[config.mk]
export PLATFORM = sky130hd
export DESIGN_NAME = fault_seq_ctrl
export DESIGN_NICKNAME = d
export VERILOG_FILES = /design/src/rtl/fault_seq_pkg.sv /design/src/rtl/fault_seq_window_cnt.sv /design/src/rtl/fault_seq_ctrl.sv
export SDC_FILE = /design/constraint.sdc
export NUM_CORES = 1
export LEC_CHECK = 0
export CAP_MARGIN = 10
export CORE_ASPECT_RATIO = 1.25
export CORE_MARGIN = 5
export CORE_UTILIZATION = 46
export DETAILED_ROUTE_END_ITERATION = 10
export PLACE_DENSITY = 0.88
export SLEW_MARGIN = 20
export SYNTH_ARGS = -nofsm -noshare
export SYNTH_HDL_FRONTEND = slang
export SYNTH_SLANG_ARGS = --single-unit
[constraint.sdc]
create_clock -name clk -period 1.64 [get_ports clk]
set_input_delay 0.41 -clock clk [delete_from_list [all_inputs] [get_ports clk]]
set_output_delay 0.41 -clock clk [all_outputs]
set_load 0.01 [all_outputs]
[src/rtl/fault_seq_pkg.sv]
// Shared types and constants for the fault-injection sequencer.
//   state_e      : campaign FSM states
//   POL_*        : polarity-mode encodings for the POL_MODE parameter
//   clog2_min1() : width helper, never returns less than 1
package fault_seq_pkg;

    typedef enum logic [1:0] {
        ST_IDLE = 2'd0,
        ST_RUN  = 2'd1,
        ST_DONE = 2'd2
    } state_e;

    localparam int POL_SA0_SA1 = 0;
    localparam int POL_SA0     = 1;
    localparam int POL_SA1     = 2;

    function automatic int clog2_min1(input int n);
        int w;
        w = $clog2(n);
        return (w < 1) ? 1 : w;
    endfunction

endpackage

[src/rtl/fault_seq_window_cnt.sv]
// Dwell-window counter: counts patterns applied under the current fault.
// Ports:
//   clk, rst_n : clock, async active-low reset
//   run        : sequencer is in RUN (gates counting and win_last)
//   inc        : one pattern applied
//   clear      : synchronous clear (start accepted / abort), beats inc
//   pat_cnt    : patterns done in the current window
//   win_last   : next inc closes the window
module fault_seq_window_cnt
    import fault_seq_pkg::*;
#(
    parameter  int PATS_PER_FAULT = 1,
    localparam int PAT_W          = clog2_min1(PATS_PER_FAULT)
)(
    input  logic             clk,
    input  logic             rst_n,
    input  logic             run,
    input  logic             inc,
    input  logic             clear,
    output logic [PAT_W-1:0] pat_cnt,
    output logic             win_last
);

    localparam logic [PAT_W-1:0] LAST_PAT = PAT_W'(PATS_PER_FAULT - 1);

    logic [PAT_W-1:0] pat_cnt_q;
    logic [PAT_W-1:0] pat_cnt_d;

    assign win_last = run && (pat_cnt_q == LAST_PAT);
    assign pat_cnt  = pat_cnt_q;

    always_comb begin
        pat_cnt_d = pat_cnt_q;
        if (clear) begin
            pat_cnt_d = '0;
        end else if (run && inc) begin
            pat_cnt_d = win_last ? '0 : pat_cnt_q + PAT_W'(1);
        end
    end

    always_ff @(posedge clk or negedge rst_n) begin
        if (!rst_n) begin
            pat_cnt_q <= '0;
        end else begin
            pat_cnt_q <= pat_cnt_d;
        end
    end

endmodule

[src/rtl/fault_seq_ctrl.sv]
// Fault-injection sequencer: walks every fault site for each selected
// stuck-at polarity, holding each fault for PATS_PER_FAULT patterns.
// Optional feature macro: FAULT_SEQ_DETCNT_EN (adds fault_det / det_cnt
// and a per-window detection counter).
// Ports:
//   clk, rst_n       : clock, async active-low reset
//   start            : begin campaign (IDLE or DONE only)
//   abort            : synchronous return to IDLE, highest priority
//   inc              : one pattern applied under the current fault
//   fen              : one-hot site enable, zero outside RUN
//   fault            : stuck-at value for the enabled site
//   site_idx         : binary index of the enabled site
//   pat_cnt          : patterns done in the current window
//   win_last         : next inc closes the window
//   busy, done       : state is RUN / DONE
//   fault_det        : (optional) netlist mismatch seen for this pattern
//   det_cnt          : (optional) windows in which the fault was detected
//
// state   | meaning
// --------+-----------------------------------------------
// IDLE    | no campaign, netlist fault-free
// RUN     | fault applied, counting patterns per window
// DONE    | campaign finished, site_idx/fault held
module fault_seq_ctrl
    import fault_seq_pkg::*;
#(
    parameter  int NSITES         = 10,
    parameter  int PATS_PER_FAULT = 1,
    parameter  int POL_MODE       = 0,
    localparam int SITE_W         = clog2_min1(NSITES),
    localparam int PAT_W          = clog2_min1(PATS_PER_FAULT)
`ifdef FAULT_SEQ_DETCNT_EN
    ,
    localparam int DET_W          = $clog2(2*NSITES + 1)
`endif
)(
    input  logic              clk,
    input  logic              rst_n,
    input  logic              start,
    input  logic              abort,
    input  logic              inc,
`ifdef FAULT_SEQ_DETCNT_EN
    input  logic              fault_det,
    output logic [DET_W-1:0]  det_cnt,
`endif
    output logic [NSITES-1:0] fen,
    output logic              fault,
    output logic [SITE_W-1:0] site_idx,
    output logic [PAT_W-1:0]  pat_cnt,
    output logic              win_last,
    output logic              busy,
    output logic              done
);

    localparam logic [SITE_W-1:0] LAST_SITE = SITE_W'(NSITES - 1);
    localparam logic              FIRST_POL = (POL_MODE == POL_SA1);

    state_e             state_q, state_d;
    logic [NSITES-1:0]  fen_q, fen_d;
    logic [SITE_W-1:0]  site_idx_q, site_idx_d;
    logic               fault_q, fault_d;

    logic run;
    logic start_ok;
    logic win_close;
    logic last_site;
    logic second_pass;

    assign run         = (state_q == ST_RUN);
    assign start_ok    = start && !run;
    assign win_close   = run && inc && win_last;
    assign last_site   = (site_idx_q == LAST_SITE);
    // SA0 pass just finished and an SA1 pass is still owed
    assign second_pass = (POL_MODE == POL_SA0_SA1) && !fault_q;

    fault_seq_window_cnt #(
        .PATS_PER_FAULT (PATS_PER_FAULT)
    ) u_window_cnt (
        .clk      (clk),
        .rst_n    (rst_n),
        .run      (run),
        .inc      (inc),
        .clear    (abort || start_ok),
        .pat_cnt  (pat_cnt),
        .win_last (win_last)
    );

    always_ff @(posedge clk or negedge rst_n) begin
        if (!rst_n) begin
            state_q <= ST_IDLE;
        end else begin
            state_q <= state_d;
        end
    end

    always_comb begin
        state_d = state_q;
        if (abort) begin
            state_d = ST_IDLE;
        end else begin
            unique case (state_q)
                ST_IDLE, ST_DONE: if (start) state_d = ST_RUN;
                ST_RUN:           if (win_close && last_site && !second_pass) state_d = ST_DONE;
                default:          state_d = ST_IDLE;
            endcase
        end
    end

    always_comb begin
        busy = (state_q == ST_RUN);
        done = (state_q == ST_DONE);
    end

    // Site ring / polarity datapath
    always_comb begin
        fen_d      = fen_q;
        site_idx_d = site_idx_q;
        fault_d    = fault_q;
        if (abort) begin
            fen_d      = '0;
            site_idx_d = '0;
            fault_d    = 1'b0;
        end else if (start_ok) begin
            fen_d      = NSITES'(1);
            site_idx_d = '0;
            fault_d    = FIRST_POL;
        end else if (win_close) begin
            if (!last_site) begin
                fen_d      = {fen_q[NSITES-2:0], fen_q[NSITES-1]};
                site_idx_d = site_idx_q + SITE_W'(1);
            end else if (second_pass) begin
                fen_d      = NSITES'(1);
                site_idx_d = '0;
                fault_d    = 1'b1;
            end else begin
                // campaign end: release the netlist, keep site/polarity for readback
                fen_d      = '0;
            end
        end
    end

    always_ff @(posedge clk or negedge rst_n) begin
        if (!rst_n) begin
            fen_q      <= '0;
            site_idx_q <= '0;
            fault_q    <= 1'b0;
        end else begin
            fen_q      <= fen_d;
            site_idx_q <= site_idx_d;
            fault_q    <= fault_d;
        end
    end

    assign fen      = fen_q;
    assign site_idx = site_idx_q;
    assign fault    = fault_q;

`ifdef FAULT_SEQ_DETCNT_EN
    logic             det_flag_q, det_flag_d;
    logic [DET_W-1:0] det_cnt_q, det_cnt_d;

    always_comb begin
        det_flag_d = det_flag_q;
        det_cnt_d  = det_cnt_q;
        if (abort || start_ok) begin
            det_flag_d = 1'b0;
            det_cnt_d  = '0;
        end else if (win_close) begin
            // the closing pattern's own detection still counts for this window
            det_flag_d = 1'b0;
            if ((det_flag_q || fault_det) && (det_cnt_q != {DET_W{1'b1}})) begin
                det_cnt_d = det_cnt_q + DET_W'(1);
            end
        end else if (run && inc && fault_det) begin
            det_flag_d = 1'b1;
        end
    end

    always_ff @(posedge clk or negedge rst_n) begin
        if (!rst_n) begin
            det_flag_q <= 1'b0;
            det_cnt_q  <= '0;
        end else begin
            det_flag_q <= det_flag_d;
            det_cnt_q  <= det_cnt_d;
        end
    end

    assign det_cnt = det_cnt_q;
`endif

endmodule

Yosys cells after proc, flatten, opt, wreduce, memory -nomap -nowiden
Index checks and enable logic that the tools add are counted.
{"block": "word_totals", "wordCells": 51, "in_bits": 5, "out_inout_bits": 19, "reg_bits": 18}
{"block": "classes", "n_bitwise": 1, "add_sub_neg": 2, "n_mux": 21, "n_eq_ne": 6, "n_reduce_logical": 16}
{"cell": "10-bit 2-to-1 mux", "count": 4}
{"cell": "4-bit 2-to-1 mux", "count": 5}
{"cell": "1-bit 2-to-1 mux", "count": 8}
{"cell": "1-bit logical AND", "count": 6}
{"cell": "2-bit 2-to-1 mux", "count": 3}
{"cell": "2-bit AND reduction", "count": 3}
{"cell": "3-bit nonzero test", "count": 2}
{"cell": "4-bit by 1-bit adder with 4-bit output (second input constant)", "count": 1}
{"cell": "4-bit equality test (second input constant)", "count": 1}
{"cell": "4-bit inequality test (second input constant)", "count": 1}
{"cell": "2-bit case mux with 2 select lines", "count": 1}
{"cell": "3-bit by 2-bit inequality test with 1-bit output (second input constant)", "count": 1}
{"cell": "3-bit inequality test (second input constant)", "count": 1}
{"cell": "2-bit by 1-bit equality test with 1-bit output (second input constant)", "count": 1}
{"cell": "2-bit equality test (second input constant)", "count": 1}
{"cell": "2-bit zero test", "count": 1}
{"cell": "2-bit nonzero test", "count": 1}
{"cell": "2-bit OR reduction", "count": 1}
{"cell": "1-bit adder (second input constant)", "count": 1}
{"cell": "1-bit zero test", "count": 1}
{"cell": "1-bit logical OR", "count": 1}
{"cell": "1-bit inverter", "count": 1}

Longest topological paths before layout
Gate-level depths: netlist of the first run.
{"block": "logic_depth", "ltp_word": 8, "ltp_mapped": 5, "mapped_depth_nobuf": 5}

By module
A second synthesis of the first run with hierarchy kept.
{"block": "hier_totals", "hier_cells": 91, "hier_area_um2": 895.9}
{"module": "fault_seq_ctrl", "seq_area_each_um2": 425.4, "area_per_inst_um2": 845.8, "cells_per_inst": 87, "instances": 1}
{"module": "fault_seq_window_cnt", "seq_area_each_um2": 25.0, "area_per_inst_um2": 50.0, "cells_per_inst": 4, "instances": 1}

Least setup slack after synthesis of the first run
No wires, ideal clock.
{"block": "synth_path", "kind": "reg-to-reg", "from": "register site_idx_q[0], in the netlist site_idx[0]", "to": "register site_idx_q[2], in the netlist site_idx[2]", "path_stages_with_launch": 5, "path_slack_ps": 147, "arrival_ps": 1415, "n_path_buf": 0, "setup_ps": 78, "period_less_slack_ps": 1493, "required_time_ps": 1562, "cell_sequence": "dfrtp_1 > ha_1 > and3b_1 > or4_1 > a21oi_1"}
{"block": "synth_between", "elab_chain_len": 5, "elab_cells_between_ends": 8, "cone_classes": "add/sub: 1; eq/ne: 2; mux: 4; reduce/logical: 1"}
{"item": "start: declaration", "line_no": "fault_seq_ctrl.sv:60", "source": "logic [SITE_W-1:0] site_idx_q, site_idx_d;"}
{"item": "start signal: assignment", "line_no": "fault_seq_ctrl.sv:149", "source": "site_idx_q <= site_idx_d;"}
{"item": "4-bit by 1-bit adder with 4-bit output / 4-bit equality test (equally long branches)", "line_no": "fault_seq_ctrl.sv:130, fault_seq_ctrl.sv:72"}
{"item": "4-bit 2-to-1 mux", "line_no": "fault_seq_ctrl.sv:128", "source": "if (!last_site) begin"}
{"item": "4-bit 2-to-1 mux", "line_no": "fault_seq_ctrl.sv:127", "source": "end else if (win_close) begin"}
{"item": "4-bit 2-to-1 mux", "line_no": "fault_seq_ctrl.sv:123", "source": "end else if (start_ok) begin"}
{"item": "4-bit 2-to-1 mux", "line_no": "fault_seq_ctrl.sv:119", "source": "if (abort) begin"}
Parallel ways exist; a longest one is shown, timed or not. The select of a mux whose other input is x is not followed.
A chain may end at the register's enable or synchronous reset.

Worst setup path after layout of the first run
Same ends and word-level chain as after synthesis.

==> run metrics, run 1 <==
status finished, violations left; failing checks negative setup slack; CTS sink count 18; Max VDD drop 0.0005848 V; pwr/cell area 619.7 nW/µm²; largest net degree at the start of global routing 19; Clock Path Buffers 2; Design Area, Final 1350 µm²; kind of critical path reg -> reg; Max Slew Vio Count 0; # fillers 126; slew margin rel. 0.8444; Fmax achieved 607.7 MHz; initial antenna violation count 0; Clock Latency Late Sink 0.29 ns; period utilization 1.003; critical path peak fanout 5; Leak Pwr 0.8087 nW; vias 871; dpl ws -0.1935 ns; Starting DRT DRC Count 17; share of layout cells above drive strength 1 0.2593; Slew @ Worst Pin 0.2333 ns; GPL Wtd Cong 0.8152; Worst setup EP type register; min Tclk post-route 1.646 ns; Seq/Total Area, Yosys 0.5136; Setup crit start site_idx[0]; Main synth FF type dfrtp_1; DRC Markers 0; ANT cells 0; CP Data Required Time 1.86 ns; Yosys reg bits 18; detailed placement HPWL 1.598 mm; Total GRT Usage 0.1725; worst r2r src site_idx[0]; total gr overflow 0; first-pass GRT wire length 3.988 mm; Die Wd 49.06 µm; Reg clk slew, reported paths 0.11 ns; # IOs 24; final hold vios 0; Worst EP arrival 1.87 ns; DRT Pass-1 Iters 5; synthesized area 877.1 µm²; final setup violation count 1; Via density 5.656; Setup Skew 0.007532 ns; syn_area_per_cell 9.745 µm²; wire per inst 15.60 µm; max capacitance violation total 0; Layout Area Growth over Synthesis 53.92%; Synthesis Warnings 0; Rows 17; post-route ant nets 0; Non-Filler Instances 154; Hold WC Path Type in -> async; RSZ-0062 raised after global routing yes; Die ar. 2885 µm²; # nets final 143; core area 1787 µm²; post-synthesis cell count 90; ys async rst share 1.000; fin util 0.7556; Synth cell types 27; fin worst setup slack -0.005608 ns; final WL 2.403 mm; number of global-route vias before repair 919; placed cells 139; CTS Root Cell clkbuf_4; Post-synth EDFFs 0; startpoint types register; top post-synthesis cells by area dfrtp_1 (51%), a21oi_1 (8.6%), nand3_1 (5.7%); height of the die 58.82 µm; CTS tree done; post-synthesis net count 97; starting density of the core 0.4909; Num CTS Buffers 3; H-tree levels 1; area leader, netlist dfrtp_1; area share of the largest cell type after synthesis 0.5136; Port Buffer Count 23; Placed Instance Area 1194 µm²
state kept, by name, summed over array words and instances, names as in the netlist:
name	flops
fault	1
fen	10
site_idx	4
state_q	2
u_window_cnt.pat_cnt	1
worst max-delay path: stages (launching register included):
cell,delay (ns)
dfrtp_2,0.43
buf_4,0.15
ha_1,0.21
and3b_1,0.23
or4_4,0.43
a21oi_2,0.13
cell usage in the layout, fill, tap and decap left out, drive strengths merged, types with 2 or more instances in the layout:
cell / n
a211oi: 3
a21oi: 15
buf: 21
clkbuf: 6
clkdlybuf4s50: 4
dfrtp: 18
dlygate4sd2: 3
dlymetal6s2s: 13
ha: 2
inv: 3
nand2: 9
nand2b: 4
nand3: 10
nor2: 3
o21ai: 6
or3: 2
worst paths after layout:
check,end,slack (ns),depth (start not counted)
max,site_idx[2],-0.006,5
min reg2reg,fen[9],0.54,2
min,site_idx[0],0.44,2
max reg2reg,site_idx[2],-0.006,5
max in group asynchronous,site_idx[3],0.99,2
min in group clk,fen[9],0.54,2
report_power, final:
group | internal [mW] | switching, mW
registers | 0.450 | 0.00560
clock network | 0.135 | 0.135
logic | 0.0524 | 0.0588
final cells by class:
| type | count | area, µm² | area share |
|---|---|---|---|
| Timing Repair Buffer | 44 | 406.6 | 0.3012 |
| Inverter | 4 | 15.01 | 0.01112 |
| Clock buffer | 4 | 36.28 | 0.02688 |
| Tap cell | 19 | 23.77 | 0.01761 |
| Multi-Input combinational cell | 65 | 414.1 | 0.3068 |
| Sequential cell | 18 | 454.2 | 0.3364 |
stage by stage:
step	setup TNS [ns]	power, mW	hold slack, ns
6_report	-0.005608	0.8366	0.4360
3_5_place_dp	-1.424	0.5729	0.5387
4_1_cts	0	0.8408	0.4454
3_3_place_gp	-0.9880	0.5709	0.5282
2_1_floorplan	0	0.5064	0.1144
5_1_grt	-0.07103	0.8755	0.4636
logic make-up after synthesis:
family                   count (synthesis)  synth area share
AND/OR/NAND/NOR                         36            0.2525
AO/OA/AOI/OAI                           27            0.1740
buffers and inverters                    7           0.03137
flip-flops                              18            0.5135
adder cells (fa/ha/maj)                  2           0.02853
layer usage:
layer,global-route usage,part of all wire,vias up
met4,0.07308,0.012,0
li1,-,-,414
met3,0.04304,0.032,4
met5,0,0,-
met2,0.2892,0.51,24
met1,0.2106,0.45,429
repair_timing:
| action | in CTS | in global routing |
|---|---|---|
| hold endpoints to repair | 0 | 0 |
| setup endpoints to repair | 12 | 22 |
| hold buffers | 0 | 0 |
| buffers inserted | 9 | 2 |
| resized for setup | 11 | 19 |
Yosys cell counts, types with 2 or more instances:
cell type  number
a211oi_1        3
a21oi_1        15
dfrtp_1        18
ha_1            2
inv_1           3
nand2_1         9
nand2b_1        4
nand3_1        10
nor2_1          3
o21ai_0         2
o21ai_1         4
or3_1           2
(Power assumes the default switching activity.)
==> inputs of run 2 (changes only) <==
CTS_CLUSTER_SIZE = 16   (was unset)
==> results of run 2 <==
The final DEF is identical to that of run 1; final timing and power are the same.
==> inputs of run 3 (changes only) <==
SKIP_CTS_REPAIR_TIMING = 1   (was unset)
==> run 3 against run 2 <==
Effect of this change:
- the run now ends clean
- combinational power barely moved
- register-to-register slack improved by 0.11 ns
- fmax rose by 4.7%
- critical path depth fell by 1
- sequential share of layout area fell by 0.43 points
- critical endpoint is now busy
- largest cell class unchanged
==> run metrics, run 3 (synthesized netlist as in run 1, its figures left out) <==
detailed placement HPWL 1.598 mm; most common cell after layout, fill and taps aside buf_4; vias 875; Rows 17; Reg clk slew, reported paths 0.10 ns; # nets final 144; max capacitance violation total 0; Port Buffer Count 23; CTS tree done; GR met3 Demand/Resource 0.04051; Layout Area Growth over Synthesis 56.35%; final WL 2.327 mm; Die ar. 2885 µm²; Top Usage Layer GRT met2; DRC Markers 0; Hold WC Path Type in -> async; status finished, final reports clean; Max VDD drop 0.0005768 V; wire per inst 15.01 µm; final setup violation count 0; post-route ant nets 0; starting density of the core 0.4909; GPL Wtd Cong 0.8152; M2 GR Usage 0.2854; initial antenna violation count 0; share of layout cells above drive strength 1 0.2721; Max Slew Vio Count 0; DRT Pass-1 Iters 4; ANT cells 0; commonest cells after routing, fill and taps aside buf_4 (22), dlymetal6s2s_1 (17), a21oi_1 (14), dfrtp_1 (14), nand3_1 (10); Worst setup EP type primary output; Via density 5.645; first-pass GRT wire length 3.808 mm; CP Data Required Time 1.23 ns; Num CTS Buffers 3; Clock Path Buffers 2; startpoint types register; Worst EP arrival 1.16 ns; CTS Root Cell clkbuf_4; pwr/cell area 606.2 nW/µm²; Die Wd 49.06 µm; H-tree levels 1; total gr overflow 0; height of the die 58.82 µm; critical path peak fanout 3; Clock Latency Late Sink 0.29 ns; CTS sink count 18; Slew @ Worst Pin 0.3380 ns; Setup Skew 0.005076 ns; kind of critical path reg -> out; # IOs 24; number of global-route vias before repair 890; Leak Pwr 0.8713 nW; Fmax achieved 636.4 MHz; dpl ws -0.1935 ns; period utilization 0.9581; placed cells 139; max reg flops 10; largest net degree at the start of global routing 19; fin worst setup slack 0.06867 ns; min Tclk post-route 1.571 ns; Setup TNS 0 ns; final hold vios 0; Total GRT Usage 0.1621; Starting DRT DRC Count 32; # fillers 120; Non-Filler Instances 155; core area 1787 µm²; slew margin rel. 0.7740; met1 Use GR 0.1891
-- run 3: cell types whose count changed in the layout (fill, tap and decap cells not counted), sizes merged --
cell / previous run / this run
dlygate4sd2: 3 / 0
dlymetal6s2s: 13 / 17
buf: 21 / 22
clkdlybuf4s15: 1 / 0
-- run 3: worst paths after layout --
path | startpoint | to | slack (ns) | depth (start not counted)
hold / removal | rst_n | fault | 0.44 | 2
setup / recovery | state_q[1] | busy | 0.07 | 4
setup reg to reg | site_idx[0] | site_idx[2] | 0.10 | 4
max in group asynchronous | rst_n | site_idx[3] | 0.99 | 2
min in group clk | fen[8] | fen[8] | 0.54 | 2
hold reg to reg | fen[8] | fen[8] | 0.54 | 2
-- run 3: stage by stage --
step | power (mW) | area (µm²) | hold WS, ns | util
final | 0.8313 | 1371 | 0.4405 | 0.7675
after global placement | 0.5709 | 1194 | 0.5282 | 0.6681
after CTS | 0.8394 | 1230 | 0.4453 | 0.6884
after global routing | 0.8752 | 1371 | 0.4603 | 0.7675
after floorplan | 0.5064 | 877.1 | 0.1144 | -
after detailed placement | 0.5729 | 1194 | 0.5387 | 0.6681
-- run 3: area by class of cell --
cell class	count	area, µm²	area share
well taps	19	23.77	0.01734
flip-flops and latches	18	455.4	0.3321
clock buffers	4	36.28	0.02646
multi-input cells	65	412.9	0.3011
repair buffers	45	427.9	0.3120
inverters	4	15.01	0.01095
-- run 3: critical path, stage by stage (launching register included) --
cell	delay (ns)
dfrtp_1	0.38
buf_4	0.14
nand2b_4	0.14
inv_1	0.09
clkbuf_2	0.14
-- run 3: layer usage --
metal | routed length (µm) | vias up
li1 | - | 421
met1 | 1033 | 413
met2 | 1175 | 39
met3 | 110 | 2
met4 | 8 | 0
met5 | 0 | -
-- run 3: power by group --
part	leakage, nW	switching (mW)	internal [mW]
combinational	0.608	0.0568	0.0511
sequential	0.242	0.00693	0.450
clock	0.0210	0.132	0.135
